$ cat config.mk
export PLATFORM = sky130hd
export DESIGN_NAME = instruction_fetch_unit
export DESIGN_NICKNAME = d
export VERILOG_FILES = /design/src/rtl/instruction_fetch_unit.sv
export SDC_FILE = /design/constraint.sdc
export NUM_CORES = 1
export LEC_CHECK = 0
export ABC_AREA = 1
export CAP_MARGIN = 30
export CORE_ASPECT_RATIO = 0.75
export CORE_MARGIN = 2
export CORE_UTILIZATION = 56
export CTS_CLUSTER_DIAMETER = 150
export DETAILED_ROUTE_END_ITERATION = 8
export GPL_TIMING_DRIVEN = 0
export HOLD_SLACK_MARGIN = 0.03
export PLACE_DENSITY = 0.86
export SYNTH_ARGS = -nofsm -noshare
export SYNTH_HDL_FRONTEND = slang
export SYNTH_SLANG_ARGS = --single-unit
$ cat constraint.sdc
create_clock -name clk -period 2.7 [get_ports clk]
set_clock_uncertainty 0.05 [all_clocks]
set_input_delay 0.405 -clock clk [delete_from_list [all_inputs] [get_ports clk]]
set_output_delay 0.405 -clock clk [all_outputs]
set_load 0.02 [all_outputs]
$ cat src/rtl/instruction_fetch_unit.sv
// rtl/instruction_fetch_unit.sv - single-outstanding instruction fetch stage feeding the IF/ID register
module instruction_fetch_unit #(
   parameter logic [31:0] RESET_PC  = 32'h00000000,
   parameter logic [31:0] NOP_INSTR = 32'h00000013
) (
   input  logic        clk,
   input  logic        rst_n,
   output logic        imem_req_valid,
   input  logic        imem_req_ready,
   output logic [31:0] imem_addr,
   input  logic        imem_rsp_valid,
   input  logic [31:0] imem_rsp_data,
   input  logic        id_stall,
   input  logic        branch_taken,
   input  logic [31:0] branch_target,
   output logic [31:0] IF_ID_instruction,
   output logic [31:0] IF_ID_pc,
   output logic [31:0] IF_ID_npc,
   output logic        IF_ID_valid
);

   typedef enum logic [1:0] {S_REQ, S_WAIT, S_KILL, S_HOLD} state_t;

   state_t      state;
   logic [31:0] pc;
   logic [31:0] hold_data;
   logic [31:0] hold_pc;
   logic        req_accept;
   logic        if_id_free;

   // Request is a pure decode of the REQ state, gated so nothing is issued during reset.
   assign imem_req_valid = rst_n && (state == S_REQ);
   assign imem_addr      = pc;
   assign req_accept     = imem_req_valid && imem_req_ready;
   assign if_id_free     = !IF_ID_valid || !id_stall;

   // Fetch FSM, pc, hold buffer and IF/ID register; a branch overrides stalls and responses.
   always_ff @(posedge clk) begin
      if (!rst_n) begin
         state             <= S_REQ;
         pc                <= RESET_PC;
         hold_data         <= 32'h0;
         hold_pc           <= 32'h0;
         IF_ID_valid       <= 1'b0;
         IF_ID_instruction <= NOP_INSTR;
         IF_ID_pc          <= 32'h0;
         IF_ID_npc         <= 32'h0;
      end else if (branch_taken) begin
         pc                <= branch_target & ~32'h3;
         IF_ID_valid       <= 1'b0;
         IF_ID_instruction <= NOP_INSTR;
         case (state)
            S_REQ:   state <= req_accept ? S_KILL : S_REQ;
            S_WAIT:  state <= imem_rsp_valid ? S_REQ : S_KILL;
            S_KILL:  state <= imem_rsp_valid ? S_REQ : S_KILL;
            S_HOLD:  state <= S_REQ;
            default: state <= S_REQ;
         endcase
      end else begin
         // Decode drained the current entry; a load below overrides this bubble.
         if (!id_stall) begin
            IF_ID_valid       <= 1'b0;
            IF_ID_instruction <= NOP_INSTR;
         end
         case (state)
            S_REQ: begin
               if (req_accept) state <= S_WAIT;
            end
            S_WAIT: begin
               if (imem_rsp_valid) begin
                  pc <= pc + 32'd4;
                  if (if_id_free) begin
                     IF_ID_instruction <= imem_rsp_data;
                     IF_ID_pc          <= pc;
                     IF_ID_npc         <= pc + 32'd4;
                     IF_ID_valid       <= 1'b1;
                     state             <= S_REQ;
                  end else begin
                     hold_data <= imem_rsp_data;
                     hold_pc   <= pc;
                     state     <= S_HOLD;
                  end
               end
            end
            S_KILL: begin
               if (imem_rsp_valid) state <= S_REQ;
            end
            S_HOLD: begin
               if (!id_stall) begin
                  IF_ID_instruction <= hold_data;
                  IF_ID_pc          <= hold_pc;
                  IF_ID_npc         <= hold_pc + 32'd4;
                  IF_ID_valid       <= 1'b1;
                  state             <= S_REQ;
               end
            end
            default: state <= S_REQ;
         endcase
      end
   end

endmodule

[After elaboration in Yosys (flattened, before gate mapping)]
Cells that the tools add are included.
Storage, ports and cells
  register bits: 195
  bits in latches: 0
  memory bits (writable): 0
  memory bits (read-only): 0
  bits of input ports: 70
  output and inout port bits: 130
  word-level logic and storage cells: 71
  memories kept: 0
Cells by class
  add/sub/neg operators: 2
  $mul: 0
  div/mod/pow operators: 0
  magnitude comparators: 0
  equal/unequal tests: 10
  shift-type cells: 0
  muxes and demuxes: 31
  bitwise gates (word level): 3
  reduce and logical (&&, ||, !) cells: 16
Operators with widths (count)
  $mux 32: 13
  $pmux 32 s2: 3
  $add 32x3->32 const B: 2
  $mux 2: 8
  $ne 3x3->1 const B: 4
  $pmux 2 s4: 1
  $reduce_and 4->1: 2
  $ne 2x2->1 const B: 3
  $pmux 2 s3: 1
  $reduce_bool 2->1: 3
  $reduce_and 5->1: 1
  $eq 2x2->1 const B: 2
  $mux 1: 4
  $reduce_and 2->1: 2
  $reduce_or 2->1: 2
  $not 1->1: 3
  $eq 2x1->1 const B: 1
  $logic_and 1x1->1: 2
  $logic_not 1->1: 2
  $logic_not 2->1: 1
  $pmux 1 s2: 1
  $logic_or 1x1->1: 1

[Depth between registers and ports, before layout]
Gate-level depths: netlist (run 1).
  word-level depth: 6
  mapped depth: 12
  depth with buffers taken out: 12

[Worst setup path after synthesis (run 1)]
OpenSTA, ideal clock, no wires.
  kind: flip-flop to flip-flop
  from: register pc[3], in the netlist imem_addr[3]
  to: register IF_ID_npc[30]
  library setup time: 109 ps
  arrival: 1534 ps
  required time: 2541 ps
  setup slack: 1007 ps
  stages on the path, launching flop included: 13
  clock period less this slack: 1693 ps
  path through: dfxtp_1 -> ha_1 -> nand3_2 -> inv_2 -> nand2_2 -> nor2_2 -> nand2_1 -> nand2_1 -> nand2_1 -> nand2_1 -> nand3_1 -> nand2_1 -> inv_1
Between the ends
  cells in the longest elaborated chain, start to end: 4
Ends and longest elaborated chain
  from (decl): line 25  | logic [31:0] pc;
  from (signal assigned): line 49  | pc <= branch_target & ~32'h3;
  from (signal assigned): line 71  | pc <= pc + 32'd4;
  $add 32x3->32: line 75  | IF_ID_npc <= pc + 32'd4;
  $mux 32: line 72  | if (if_id_free) begin
  $mux 32: line 70  | if (imem_rsp_valid) begin
  $pmux 32 s2: line 65  | case (state)
  to (signal assigned): line 75
  to (signal assigned): line 92  | IF_ID_npc <= hold_pc + 32'd4;
  to (decl): line 18  | output logic [31:0] IF_ID_npc,
Every way passes these cells. The select of a mux whose other input is x is not followed.
A chain may end at the register's enable or synchronous reset.

[Worst setup path in the final report (run 1)]
  from: input port rst_n
  to: output port imem_req_valid
Between the ends
  cells in the longest elaborated chain, start to end: 1
Ends and longest elaborated chain
  from (decl): line 7  | input logic rst_n,
  $logic_and 1x1->1: line 32  | assign imem_req_valid = rst_n && (state == S_REQ);
  to (decl): line 8  | output logic imem_req_valid,
Every way passes these cells.

==> metrics, run 1 <==
Layout Cells excl Fill=1889; FMAX=412 MHz; first-pass iteration count of the detailed router=6; max_cap viols=0; # port buffers=190; outcome=finished, final reports clean; postcts setup bufs=0; Layout Area Growth over Synthesis=28.9%; Max VDD drop=0.000414 V; post_cts resized=0; Int Pwr=0.00459 W; Die Wd=155 um; starting density of the core=57.1%; Crit Path Category=in2out; Comb pwr share=16.1%; Post-synth ARST share=0%; layout cell share with drive strength beyond 1=6.63%; Switching Share=30.3%; initial antenna violation count=0; # IOs=200; Final period util=89.9%; TNS Setup=0 ps; pin count of the biggest net entering global routing=19; global-route wire length before repair=55600 um; Sink Count=187; CTS root buf=clkbuf_16; Pwr Density=532 nW/um2; top cell type by total area after synthesis=dfxtp_1; Placed Instance Area=11800 um2; cells after synthesis=1447; Seq pwr share=45.2%; sequential area share after synthesis=38.9%; Avg Synthesized Cell Area=6.64 um2; Residual DRC=0; Synth top area share=38.9%; standard-cell rows=41; Leakage=4.42 nW; CP Max Fanout=7; hold_buf cts=0; 1st-iter DRT viols=1543; CP startpoint kind=input pin; Yosys reg bits=187; DR WL/cell=19.3 um; DP HPWL=27800 um; Fin. Hold Viols=0; grt met3 use=11.1%; Fillers=1365; Post-synth top flop=dfxtp_1; Clk pwr share=38.7%; CTS tree=done; Final setup viols=0; WP data arrival=1970 ps; Core ar.=16800 um2; RSZ-0062 raised after global routing=no; CP Capture Type=output port; Worst Path Required=2250 ps; library cells used by synthesis=36; CTS Buf Count=17; finished layout cell area=12400 um2; Routed Antenna Nets=0; min Tclk post-route=2430 ps; max_slew headroom=52.1%; sw power=0.00199 W; top-count cell post-synth=nand2_1; Placed Instances=1857; Die Y=117 um; GRT Total Usage=39.4%; Reg clk slew, reported paths=80 ps; GR Overflow Total=0; Clk Latency, worst-skew pair=450 ps; number of global-route vias before repair=9941; synthesized area=9610 um2; Ys Warns=0; met2 Use GR=53.9%; Max Slew Vio Count=0; gr busiest metal=met1; most frequent cells after synthesis=409 x nand2_1, 187 x dfxtp_1, 174 x nor2_1, 141 x o21ai_0, 88 x nand3_1; worst hold path class=in2reg; Total Wirelength=36500 um; post-layout util=73.6%; worst slew pin tran=719 ps; Post-synth EDFFs=0; maximum clock path buffer count=2; met1 Use GR=60.2%; H-tree depth=4; cell depth of the worst flop-to-flop path=10; vias post-DR=11200; hold path cells=3; nets=1738; Synth area leaders=dfxtp_1 39%, nand2_1 16%, o21ai_0 7.3%; Die Area=18200 um2; vias per cell=5.93; n_diodes=0; RD Place Congestion=0.995
## layout make-up
cell class,instances,area [um2],share of cell area [%]
well taps,215,269,2.17
multi-input cells,1075,5030,40.6
clock inverters,14,156,1.26
flip-flops and latches,187,3740,30.2
inverters,94,353,2.85
repair buffers,190,1900,15.4
plain buffers,96,505,4.08
clock buffers,18,429,3.46
## placed cells by master (no fill, tap or decap), types with 8 or more instances in the layout
cell	Yosys	final
a21oi_1	83	83
a31oi_1	87	87
buf_2	30	30
buf_4	9	9
clkbuf_1	44	45
clkbuf_16	0	17
clkdlybuf4s50_1	0	190
dfxtp_1	187	187
inv_1	86	86
inv_2	8	8
nand2_1	409	409
nand3_1	88	88
nor2_1	174	174
nor2_2	10	10
o21ai_0	141	141
xor2_1	21	21
## per-layer routing
layer	share of wire, %	routed length (um)
met1	42	15500
met2	40	14400
met3	16	5830
met4	2.1	765
met5	0	0
## path summary, 6_finish.rpt
kind,start,to,slack [ps]
setup / recovery,rst_n,imem_req_valid,270
hold / removal,branch_taken,IF_ID_instruction[0]$_SDFF_PP1_,340
setup reg to reg,state[1]$_SDFFE_PN0P_,hold_data[29]$_SDFFE_PN0P_,390
hold reg to reg,hold_data[1]$_SDFFE_PN0P_,hold_data[1]$_SDFFE_PN0P_,410
## power by group through the flow
| stage | Sequential (W) | Clock, W | Combinational, W |
|---|---|---|---|
| finish | 0.00298 | 0.00255 | 0.00106 |
| global route | 0.00298 | 0.00263 | 0.00113 |
| CTS | 0.00297 | 0.00252 | 0.00104 |
| detailed placement | 0.00303 | 0 | 0.00103 |
| global placement | 0.00303 | 0 | 0.00101 |
| floorplan | 0.00310 | 0 | 0.000447 |
## flip-flops by register name, summed over array words and instances (netlist names)
name,flops
IF_ID_valid,1
hold_pc,30
state,2
IF_ID_instruction,32
IF_ID_pc,30
hold_data,32
IF_ID_npc,30
imem_addr,30
## critical path, stage by stage
cell	delay [ps]
clkdlybuf4s50_1	770
nand2_1	110
inv_1	90
clkdlybuf4s50_1	600
## logic make-up after synthesis
group,count (synthesis),share of synthesized area [%]
compound gates,330,18.8
xor+xnor,28,2.55
fa+ha+maj,7,0.911
buf+inv,190,8.93
flops,187,38.9
other cells,1,0.0390
simple gates,704,29.8
## through the flow
stage	total power [W]	hold slack (ps)	setup slack, ps
2_1_floorplan	0.00355	379	1010
3_3_place_gp	0.00404	391	119
3_5_place_dp	0.00406	397	83.7
4_1_cts	0.00653	334	315
5_1_grt	0.00674	371	268
6_report	0.00659	336	273
Note: power is estimated with default switching activity, not from simulation.
==> run 2, diff against run 1 <==
- SLEW_MARGIN: unset -> 5
==> results of run 2 <==
No change in the layout: final DEF, timing and power equal those of run 1.
